$ cat src/rtl/eth_rx_slot_ctrl.sv
// Multi-slot RX buffer controller: writes incoming frame octets into a slotted BRAM,
// keeps a per-slot length table and a producer/consumer ring with irq and drop counter.
module eth_rx_slot_ctrl #(
  parameter int unsigned SLOT_BITS = 2,
  parameter int unsigned MTU_BITS  = 11,
  parameter int unsigned W_LEN     = 16
) (
  input  logic                          clk,
  input  logic                          rst_n,
  input  logic                          rx_start,
  input  logic                          rx_valid,
  input  logic [7:0]                    rx_data,
  input  logic                          rx_last,
  input  logic                          rx_err,
  output logic                          mem_we,
  output logic [SLOT_BITS+MTU_BITS-1:0] mem_waddr,
  output logic [7:0]                    mem_wdata,
  output logic                          rd_avail,
  output logic [SLOT_BITS-1:0]          rd_slot,
  output logic [W_LEN-1:0]              rd_len,
  input  logic                          rd_pop,
  output logic [SLOT_BITS:0]            count,
  input  logic                          irq_en,
  output logic                          irq,
  output logic [15:0]                   drop_cnt,
  output logic                          busy
);

  localparam int unsigned        NSLOTS = 2**SLOT_BITS;
  localparam logic [SLOT_BITS:0] FULL   = (SLOT_BITS+1)'(NSLOTS);

  typedef enum logic [1:0] {IDLE, RECV, DISCARD} state_t;

  state_t                        state_q, state_d;
  logic [MTU_BITS-1:0]           wptr_q, wptr_d;
  logic [SLOT_BITS-1:0]          wr_slot_q, wr_slot_d;
  logic [SLOT_BITS-1:0]          rd_slot_q, rd_slot_d;
  logic [SLOT_BITS:0]            count_q, count_d;
  logic                          counted_q, counted_d;
  logic [15:0]                   drop_q, drop_d;
  logic                          irq_q;
  logic                          we_q, we_d;
  logic [SLOT_BITS+MTU_BITS-1:0] waddr_q, waddr_d;
  logic [7:0]                    wdata_q, wdata_d;
  logic [MTU_BITS:0]             len_q [NSLOTS];
  logic                          commit, drop, pop_ok, full;

  assign full   = (count_q == FULL);
  assign pop_ok = rd_pop && (count_q != '0);

  always_comb begin
    state_d   = state_q;
    wptr_d    = wptr_q;
    counted_d = counted_q;
    we_d      = 1'b0;
    waddr_d   = waddr_q;
    wdata_d   = wdata_q;
    commit    = 1'b0;
    drop      = 1'b0;
    // rx_start wins in every state: close out the current frame, then act as IDLE would
    if (rx_start) begin
      drop      = (state_q == RECV) || (state_q == DISCARD && !counted_q);
      counted_d = 1'b0;
      wptr_d    = '0;
      state_d   = full ? DISCARD : RECV;
    end else begin
      case (state_q)
        RECV: if (rx_valid) begin
          we_d    = 1'b1;
          waddr_d = {wr_slot_q, wptr_q};
          wdata_d = rx_data;
          wptr_d  = wptr_q + MTU_BITS'(1);
          if (rx_last) begin
            state_d = IDLE;
            commit  = !rx_err;
            drop    = rx_err;
          end else if (&wptr_q) begin
            drop      = 1'b1;
            counted_d = 1'b1;
            state_d   = DISCARD;
          end
        end
        DISCARD: if (rx_valid && rx_last) begin
          drop      = !counted_q;
          counted_d = 1'b0;
          state_d   = IDLE;
        end
        default: state_d = IDLE;
      endcase
    end
  end

  always_comb begin
    wr_slot_d = wr_slot_q + SLOT_BITS'(commit);
    rd_slot_d = rd_slot_q + SLOT_BITS'(pop_ok);
    count_d   = count_q;
    if (commit && !pop_ok)      count_d = count_q + (SLOT_BITS+1)'(1);
    else if (pop_ok && !commit) count_d = count_q - (SLOT_BITS+1)'(1);
    drop_d = (drop && drop_q != '1) ? drop_q + 16'd1 : drop_q;
  end

  always_ff @(posedge clk or negedge rst_n) begin
    if (!rst_n) begin
      state_q   <= IDLE;
      wptr_q    <= '0;
      wr_slot_q <= '0;
      rd_slot_q <= '0;
      count_q   <= '0;
      counted_q <= 1'b0;
      drop_q    <= '0;
      irq_q     <= 1'b0;
      we_q      <= 1'b0;
      waddr_q   <= '0;
      wdata_q   <= '0;
      for (int unsigned i = 0; i < NSLOTS; i++) len_q[i] <= '0;
    end else begin
      state_q   <= state_d;
      wptr_q    <= wptr_d;
      wr_slot_q <= wr_slot_d;
      rd_slot_q <= rd_slot_d;
      count_q   <= count_d;
      counted_q <= counted_d;
      drop_q    <= drop_d;
      irq_q     <= irq_en && (count_q != '0);
      we_q      <= we_d;
      waddr_q   <= waddr_d;
      wdata_q   <= wdata_d;
      if (commit) len_q[wr_slot_q] <= (MTU_BITS+1)'(wptr_q) + (MTU_BITS+1)'(1);
    end
  end

  assign mem_we    = we_q;
  assign mem_waddr = waddr_q;
  assign mem_wdata = wdata_q;
  assign rd_avail  = (count_q != '0);
  assign rd_slot   = rd_slot_q;
  assign rd_len    = W_LEN'(len_q[rd_slot_q]);
  assign count     = count_q;
  assign irq       = irq_q;
  assign drop_cnt  = drop_q;
  assign busy      = (state_q != IDLE);

endmodule
$ cat config.mk
export PLATFORM = sky130hd
export DESIGN_NAME = eth_rx_slot_ctrl
export DESIGN_NICKNAME = d
export VERILOG_FILES = /design/src/rtl/eth_rx_slot_ctrl.sv
export SDC_FILE = /design/constraint.sdc
export NUM_CORES = 1
export LEC_CHECK = 0
export BUFFER_PORTS_ARGS = -buffer_cell sky130_fd_sc_hd__buf_2
export CAP_MARGIN = 15
export CORE_UTILIZATION = 35
export DETAILED_ROUTE_END_ITERATION = 12
export RECOVER_POWER = 100
export SYNTH_ARGS = -nofsm -noshare
export SYNTH_HDL_FRONTEND = slang
export SYNTH_SLANG_ARGS = --single-unit
$ cat constraint.sdc
create_clock -name clk -period 6.68 [get_ports clk]
set_input_delay 0 -clock clk [delete_from_list [all_inputs] [get_ports clk]]
set_output_delay 0 -clock clk [all_outputs]
set_load 0.005 [all_outputs]
# Yosys cells after proc, flatten, opt, wreduce, memory -nomap -nowiden
# Index checks and enable logic that the tools add are counted.
# op_classes
mux	37
addsub	7
reduce_logical	24
order_cmp	3
n_bitwise	3
eq_ne	9
# ops
operator	n
48-bit bitwise mux	1
12-bit two-way mux	3
11-bit two-way mux	3
12-bit binary-select mux with 2-bit select	1
12-bit demux with 2-bit select	1
1-bit two-way mux	17
16-bit by 1-bit adder with 16-bit output (second input constant)	1
16-bit inequality test (second input constant)	1
11-bit by 1-bit adder with 12-bit output (second input constant)	1
2-bit two-way mux	6
11-bit by 1-bit adder with 11-bit output (second input constant)	1
11-bit AND reduction	1
1-bit logical AND	8
2-bit nonzero test	4
3-bit >= comparator (second input constant)	2
3-bit two-way mux	2
3-bit by 2-bit inequality test with 1-bit output (second input constant)	2
3-bit inequality test (second input constant)	2
2-bit NOT with 3-bit output	2
3-bit AND reduction	2
3-bit nonzero test	2
5-bit AND reduction	1
2-bit by 1-bit adder with 2-bit output	2
1-bit zero test	4
12 further kinds	13
# totals
input_bits	16
register_bits	108
output_inout_bits	62
wordCells	98

# Logic depth before layout (Yosys ltp)
# Gate-level depths: netlist of the first run.
# logic_depth
ltp_word	9
ltp_mapped	11
ltp_nobuf	10

# Worst setup path after synthesis of the first run
# Ideal clock, no wire load.
# synth_timing
path_kind	register -> register
startpoint	register state_q[1]
endpoint	register count_q[2] (netlist: count[2])
synth_period_minus_slack_ps	2170
t_arrival_ps	2091
stages_incl_launch_ff	12
setup_ps	79
path_slack_ps	4510
n_path_buf	1
required_ps	6601
cell_sequence	dfrtp_1 > inv_1 > ha_1 > buf_6 > inv_1 > nor4b_4 > ha_1 > inv_1 > fa_1 > xor2_1 > nor2_1 > xor2_1
# synth_via
elab_chain_cells	6
word_cells_on_any_way	8
classes_between	eq/ne: 1; mux: 3; reduce/logical: 4
# synth_rtl
item	line	text
start: declaration	34	state_t state_q, state_d;
start signal: assignment	117	state_q <= state_d;
2-bit by 1-bit equality test with 1-bit output *	67	case (state_q)
1-bit two-way mux *	67	
1-bit two-way mux *	61	if (rx_start) begin
1-bit zero test	98	else if (pop_ok && !commit) count_d = count_q - (SLOT_BITS+1)'(1);
1-bit logical AND	98	
2-bit nonzero test (no line)	--	
end signal: assignment	121	count_q <= count_d;
end: declaration	38	logic [SLOT_BITS:0] count_q, count_d;
# Every way passes the cells marked *; elsewhere a longest branch is shown, timed or not.
# A chain may end at the register's enable or synchronous reset.

# Worst setup path in the final report of the first run
# layout_timing
startpoint	register state_q[0]
endpoint	register drop_q[12] (netlist: drop_cnt[12])
# layout_via
elab_chain_cells	5
word_cells_on_any_way	7
classes_between	eq/ne: 2; mux: 2; reduce/logical: 3
# layout_rtl
item	line	text
parallel branches: the longest is 3 deep, another holds 2-bit equality test	--	
1-bit two-way mux *	61	
1-bit logical AND *	99	drop_d = (drop && drop_q != '1) ? drop_q + 16'd1 : drop_q;
end signal: assignment	123	drop_q <= drop_d;
end: declaration	40	logic [15:0] drop_q, drop_d;
# Every way passes the cells marked *.

==> metrics.md, run 1 <==
| Metric | Value |
|---|---|
| Max Slew Vio Count | 58 |
| Worst EP required | between 6 and 7 ns |
| Vias | roughly 3500 |
| Crit-path max FO | 15 |
| Antenna Nets Post-Route | 0 |
| I/O pin count | a little under 80 |
| Core area | about 14000 um^2 |
| Vias in the first global route | around 3500 |
| Slew HR | -48.9% |
| GPL Wtd Cong | slightly below 0.8 |
| DRT Pass-1 Iters | 4 |
| Drt wl/cell | 15.0 um |
| Slowest stage delay, CP | roughly 1.4 ns |
| Clock sink count | approximately 110 |
| Number of buffers created by CTS | 9 |
| First-pass GRT wire length | roughly 18 mm |
| Cell area after synthesis | 5100 um^2 |
| Placed insts | 676 |
| Maximum vdd drop | between 150 and 200 uV |
| Critical path type | register to register |
| Most frequent cell after synthesis | dfrtp_1 |
| Setup violators final | 0 |
| Failing checks | capacitance limit, slew limit |
| Synthesized flop and latch total | 108 |
| Post-route DRC | 0 |
| Max Cap Viol | 2 |
| CP cell instances | inv_1 -> ha_1 -> and2b_1 -> a221o_1 -> o221ai_1 -> nor3_1 -> mux2_2 |
| Vias/cell | just under 5 |
| Share of layout cells above drive strength 1 | 19.4% |
| Fmax | 309 MHz |
| DP HPWL | just over 7 mm |
| Power Total | between 1.5 and 2 mW |
| Seq. cell area | 2700 um^2 |
| CTS tree | done |
| WL final | ~11 mm |
| Root buf cell | clkbuf_16 |
| Leak Pwr | between 2 and 3 nW |
| Worst Path Buf+Inv | 1 |
| Chip width | approximately 120 um |
| Synth area leaders | dfrtp_1 53%, mux4_2 5.3%, mux2_2 4.6% |
| # nets final | between 500 and 600 |
| Clock tree buffer depth | 2 |
| Combinational power share | roughly a quarter |
| Mean cell area of the mapped netlist | around 11 um^2 |
| P&R area growth vs syn | 13.7% |
| Hold slack final | approximately 0.026 ns |
| Min-delay worst type | primary input to register |
| N_diodes | 0 |
| Critical Path End Type | register |
| Sequential-to-total area share from yosys stat | a little over half |
| Post_cts resized | 0 |
| Starting Density | 36.3% |
| Final Critical Period | 3.23 ns |
| RSZ-0062 raised after global routing | no |
| Area used by multi-input combinational logic | 2150 um^2 |
| Area leader, netlist | dfrtp_1 |
| Port bufs | 73 |
| Starting DRC count in detailed routing | 161 |
| Sequential share of power | 50.2% |
| Non-Filler Instances | about 700 |
| Reg clk slew, reported paths | around 0.070 ns |
| Clock Power Share | about a quarter |
| Final Hold Vio Count | 0 |
| P_sw | about 620 uW |
| Distinct cells, synth | 48 |
| Ys flop type | dfrtp_1 |
| Max Clock Skew | approximately 0.0064 ns |
| H-tree Lvls | 3 |
| Slowest-stage cell, CP | o221ai_1 |
| Status | complete, but fails checks |
| Pint | between 1 and 1.5 mW |
| Pwr per Cell Area | about 340 nW/um^2 |
| Warning count from the yosys run | 0 |
| All-Layer GR Usage | 15.5% |
| Fin crit share | approximately half |
| CP Launch Type | register |
| Clk Latency, worst-skew pair | roughly 0.35 ns |
| Sw Share | a little under a third |
| Post-synth EDFFs | 0 |
| Synth Instances | around 450 |
| Die area | roughly 15000 um^2 |
| Rows | 43 |
| Crit path DAT | 3.47 ns |
| Pin count of the biggest net entering global routing | 69 |
| Least-Margin Pin Slew | 2.23 ns |
| Antenna violations before repair | 0 |
| Number of fill cells | 1357 |
| Cell family with most CP delay | compound AO/OA/AOI/OAI gates |
| Height of the die | approximately 120 um |
| Grt ovf | 0 |
| Setup TNS Final | 0 ns |
| Async SR Flop Fraction | 100% |
| Share of the synthesized area in the top cell type | about 53% |
| Synth top cells by count | 108 x dfrtp_1, 56 x nand2_1, 51 x nor2_1, 33 x a21oi_1, 26 x xor2_1 |
## kinds of logic (layout without fill, tap and decap cells)
kind of cell               Yosys count  count (layout)  share of synthesized area (%)
muxes                               34              34                           10.2
AOI/OAI and AO/OA                   51              51                           5.84
buffers and inverters               39             108                           3.78
other                                1               4                         0.0735
DFF                                108             108                           53.0
and+or+nand+nor                    171             171                           18.6
adders and majority gates            9               9                           2.35
xor gates and xnor gates            36              36                           6.18
## flip-flops by register name, indices dropped and copies added, names as in the netlist, 2 cells and up
signal,cells
wptr_q,11
wr_slot_q,2
rd_slot,2
state_q,2
len_q,48
mem_wdata,8
mem_waddr,13
count,3
drop_cnt,16
## per-layer routing
layer / global-route usage, % / up-vias / share of wire [%]
li1: - / 1662 / -
met1: 20.9 / 1727 / 47
met2: 24.3 / 73 / 47
met3: 2.79 / 15 / 3.6
met4: 7.09 / 0 / 2.0
met5: 0 / - / 0
## stage by stage
step	instance area (um^2)	util (%)	setup WS, ns
CTS	5910	42.1	3.71
floorplan	5110	-	4.51
global route	5800	41.3	3.11
detailed placement	5560	39.6	3.70
global placement	5560	39.6	3.86
finish	5800	41.3	3.45
## tightest hold or removal path: cells and delay by family
| family | cells | cell delay [ns] |
|---|---|---|
| buffers and inverters | 2 | 0.14 |
| adder cells (fa/ha/maj) | 1 | 0.12 |
| AND/OR/NAND/NOR | 1 | 0.07 |
## power by group through the flow
stage	Clock, mW	Sequential, mW	Combinational (mW)
after CTS	0.486	0.989	0.542
after detailed placement	0	1.00	0.534
after global routing	0.514	1.02	0.577
after global placement	0	0.989	0.517
after floorplan	0	0.936	0.372
final	0.470	0.984	0.505
## worst paths after layout
check                      slack [ns]  cells past startpoint                        to                startpoint
hold reg to reg                  0.47                      2  mem_wdata[4]$_DFFE_PN0P_  mem_wdata[4]$_DFFE_PN0P_
setup reg to reg                 3.45                      7  drop_cnt[12]$_DFFE_PN0P_    state_q[0]$_DFFE_PN0P_
max in group asynchronous        3.96                      3     len_q[47]$_DFFE_PN0P_                     rst_n
min in group asynchronous        0.85                      2  mem_waddr[5]$_DFFE_PN0P_                     rst_n
setup / recovery                 3.45                      7  drop_cnt[12]$_DFFE_PN0P_    state_q[0]$_DFFE_PN0P_
hold / removal                   0.03                      4      rd_slot[0]$_DFF_PN0_                    rd_pop
## placed cells by master, fill, tap and decap left out, types with 2 or more instances in the layout
master,n
mux2_2,21
xor2_1,26
nor2_1,51
nor4b_1,2
clkbuf_1,32
buf_2,43
and2_1,2
and3_1,4
mux4_2,12
clkbuf_16,9
nand4_1,2
nor3_1,10
nor4_4,3
nor3b_1,4
nand4_4,2
o21ai_0,12
inv_1,9
dlygate4sd3_1,11
nand3_1,19
a21oi_1,33
or3_1,2
xnor2_1,10
ha_1,8
and3b_1,2
clkinv_2,2
dfrtp_1,108
nand2_1,56
conb_1,4
a32o_1,2
## final cells by class
| cell class | instances | share of cell area [%] |
|---|---|---|
| clock buffers | 10 | 3.95 |
| clock inverters | 3 | 0.302 |
| inverters | 9 | 0.582 |
| multi-input cells | 305 | 37.0 |
| flip-flops and latches | 108 | 46.6 |
| well taps | 180 | 3.88 |
| repair buffers | 86 | 7.74 |
## timing repair
item                      4_1_cts  5_1_grt
hold buffers                   11        0
buffers inserted                0        0
hold endpoints to repair       50        0
(Power assumes the default switching activity.)
==> inputs of run 2 (changes only) <==
--- a/config.mk
+++ b/config.mk
@@ -5,6 +5,7 @@
 export SDC_FILE = /design/constraint.sdc
 export NUM_CORES = 1
 export LEC_CHECK = 0
+export ABC_AREA = 1
 export BUFFER_PORTS_ARGS = -buffer_cell sky130_fd_sc_hd__buf_2
 export CAP_MARGIN = 15
 export CORE_UTILIZATION = 35
==> constraint.sdc (replaced) <==
create_clock -name clk -period 3 [get_ports clk]
set_input_delay 0 -clock clk [delete_from_list [all_inputs] [get_ports clk]]
set_output_delay 0 -clock clk [all_outputs]
set_load 0.005 [all_outputs]
==> metrics.md, run 2 <==
| Metric | Value |
|---|---|
| Pint | 2.81 mW |
| Non-Filler Instances | about 840 |
| Fin crit share | 79.2% |
| Least-Margin Pin Slew | around 1.7 ns |
| All-Layer GR Usage | 16.9% |
| Slowest-stage cell, CP | dfrtp_1 |
| Leak Pwr | 2.84 nW |
| Synth area leaders | dfrtp_1 53%, nand2_1 11%, o21ai_0 4.4% |
| Placed insts | 818 |
| Starting Density | between 30% and 40% |
| Worst EP required | 3.23 ns |
| Post-synth EDFFs | 0 |
| Fin worst setup slack | 0.623 ns |
| Hold Path Stages | 4 |
| Sequential share of power | a little over two fifths |
| Most common cell after layout, fill and taps aside | nand2_1 |
| Pin count of the biggest net entering global routing | between 60 and 70 |
| GPL Wtd Cong | 0.834 |
| Most frequent cell after synthesis | nand2_1 |
| Antenna violations before repair | 0 |
| Synth Instances | between 500 and 600 |
| N_diodes | 0 |
| Die area | approximately 15000 um^2 |
| P_sw | 1.52 mW |
| Final Hold Vio Count | 0 |
| WL final | 11.7 mm |
| Rows | 43 |
| Share of the synthesized area in the top cell type | a little over half |
| Warning count from the yosys run | 0 |
| Setup violators final | 0 |
| Max Slew Vio Count | 69 |
| DRT Pass-1 Iters | 5 |
| # nets final | between 600 and 700 |
| Post-route DRC | 0 |
| Pwr per Cell Area | 735 nW/um^2 |
| CP cell instances | inv_1 -> ha_1 -> nand2_1 -> nor3_1 -> ha_1 -> inv_1 -> fa_1 -> a21oi_1 -> o21ai_0 -> xor2_1 |
| Combinational power share | between 20 and 30% |
| Crit path DAT | ~2.6 ns |
| Critical Path End Type | register |
| Maximum vdd drop | approximately 380 uV |
| Setup TNS Final | 0 ns |
| Hold Path Sink | rd_slot[0]$_DFF_PN0_ |
| Max Clock Skew | roughly 0.0089 ns |
| Chip width | roughly 120 um |
| RSZ-0062 raised after global routing | no |
| Failing checks | capacitance limit, slew limit |
| Share of layout cells above drive strength 1 | a little under an eighth |
| Sw Share | about a third |
| I/O pin count | 78 |
| Slowest stage delay, CP | 0.38 ns |
| Place WS | about 0.75 ns |
| Vias in the first global route | 3961 |
| Min-delay worst type | primary input to register |
| P&R area growth vs syn | 15.2% |
| Reg-to-reg slack, setup | between 0.6 and 0.7 ns |
| Worst Path Buf+Inv | 2 |
| Vias | 4110 |
| Sequential-to-total area share from yosys stat | approximately 53% |
| Ys flop type | dfrtp_1 |
| Crit-path max FO | 4 |
| Commonest cells after routing, fill and taps aside | 163 x nand2_1, 108 x dfrtp_1, 86 x o21ai_0 |
| Clock sink count | approximately 110 |
| FF-to-FF End | count[2]$_DFFE_PN0P_ |
| Reg clk slew, reported paths | roughly 0.07 ns |
| Final Critical Period | 2.38 ns |
| Number of buffers created by CTS | 9 |
| Mean cell area of the mapped netlist | around 8.8 um^2 |
| Clk Latency, worst-skew pair | ~0.36 ns |
| Distinct cells, synth | 35 |
| Drt wl/cell | 13.9 um |
| Cell area after synthesis | 5120 um^2 |
| Clock tree buffer depth | 2 |
| H-tree Lvls | 3 |
| Number of fill cells | between 1000 and 1500 |
| Starting DRC count in detailed routing | between 200 and 300 |
| Max reg flops | 48 |
| Core area | roughly 14000 um^2 |
| Clock Power Share | 28.2% |
| Height of the die | between 100 and 150 um |
| CTS tree | done |
| CP Launch Type | register |
| Grt ovf | 0 |
| First-pass GRT wire length | 19.7 mm |
| Synthesized flop and latch total | 108 |
| Port bufs | 73 |
| Vias/cell | ~4.9 |
| Origin of the critical flop-to-flop path | state_q[1]$_DFFE_PN0P_ |
| Async SR Flop Fraction | 100% |
| Root buf cell | clkbuf_16 |
| FF-to-FF path depth | 10 |
| Cell family with most CP delay | adder cells |
| DP HPWL | roughly 8 mm |
| Min-delay src | rd_pop |
| Area leader, netlist | dfrtp_1 |
| Top reg by flops | len_q |
| Slew HR | -13.3% |
| Antenna Nets Post-Route | 0 |
| Max Cap Viol | 1 |
| Synth top cells by count | 153 x nand2_1, 108 x dfrtp_1, 45 x o21ai_0, 43 x o21ai_1, 42 x inv_1 |
| Status | complete, but fails checks |
| Fmax | 421 MHz |
| Critical path type | register to register |
-- run 2: changes by cell type after synthesis, moves of 14 or more --
cell     delta
o21ai_0    +33
nand2_1    +97
o21ai_1    +43
nand2_2    +14
mux2_2     -21
inv_1      +33
a21oi_1    -30
o22ai_1    +21
-- run 2: power groups by stage --
stage          logic [mW]  registers [mW]  clock network (mW)
2_1_floorplan       0.800            1.87                   0
3_3_place_gp         1.28            1.89                   0
3_5_place_dp         1.32            1.90                   0
4_1_cts              1.33            1.87                1.25
5_1_grt              1.43            1.91                1.30
6_report             1.25            1.87                1.22
-- run 2: cell families (layout without fill, tap and decap cells) --
family	count (synthesis)	after routing	share of synthesized area, %
XOR/XNOR	21	21	3.59
buffers and inverters	72	148	6.08
adder cells (fa/ha/maj)	9	9	2.34
flip-flops	108	108	52.8
AO/OA/AOI/OAI	115	115	11.9
other	1	4	0.0732
AND/OR/NAND/NOR	259	259	23.3
-- run 2: metrics by stage --
step | utilization, % | hold slack [ns] | power, mW | area, um^2
after floorplan | - | -0.296 | 2.67 | 5130
after global placement | 39.9 | 0.0233 | 3.17 | 5620
after detailed placement | 39.9 | 0.0278 | 3.22 | 5620
after CTS | 42.8 | 0.00965 | 4.46 | 6030
after global routing | 41.9 | 0.0409 | 4.64 | 5900
final | 41.9 | 0.0123 | 4.34 | 5900
-- run 2: final cells by class --
cell class | instances | area (um^2) | area share, %
Multi-Input combinational cell | 408 | 2050 | 34.8
Clock inverter | 5 | 61.3 | 1.04
Tap cell | 180 | 225 | 3.82
Timing Repair Buffer | 86 | 445 | 7.55
Sequential cell | 108 | 2700 | 45.8
Inverter | 46 | 173 | 2.93
Clock buffer | 11 | 243 | 4.11
-- run 2: metal layers --
layer,vias to the layer above,wire length [um],global-route usage [%]
li1,2039,-,-
met1,1952,5520,23.0
met2,101,5440,26.5
met3,18,538,2.95
met4,0,249,7.83
met5,-,0,0
-- run 2: repair_timing --
item | in CTS | in global routing
endpoints found under the setup margin | 0 | 0
hold buffers | 10 | 0
buffers inserted | 0 | 0
gates resized for setup | 0 | 0
endpoints found under the hold margin | 49 | 0
-- run 2: worst register-to-register path, stage by stage, from the launching register on --
cell and delay (ns):
dfrtp_1 0.38, inv_1 0.10, ha_1 0.24, nand2_1 0.13, nor3_1 0.34, ha_1 0.21, inv_1 0.07, fa_1 0.38
a21oi_1 0.14, o21ai_0 0.11, xor2_1 0.15
-- run 2: how the worst max path moves through the flow --
stage / depth (start not counted) / slack, ns / end / startpoint
after floorplan: 10 / 0.99 / count[2]$_DFFE_PN0P_ / state_q[1]$_DFFE_PN0P_
after global placement: 10 / 0.89 / count[2]$_DFFE_PN0P_ / state_q[1]$_DFFE_PN0P_
after detailed placement: 10 / 0.75 / count[2]$_DFFE_PN0P_ / state_q[1]$_DFFE_PN0P_
after CTS: 10 / 0.75 / count[2]$_DFFE_PN0P_ / state_q[1]$_DFFE_PN0P_
after global routing: 8 / 0.30 / len_q[47]$_DFFE_PN0P_ / state_q[1]$_DFFE_PN0P_
final: 10 / 0.62 / count[2]$_DFFE_PN0P_ / state_q[1]$_DFFE_PN0P_
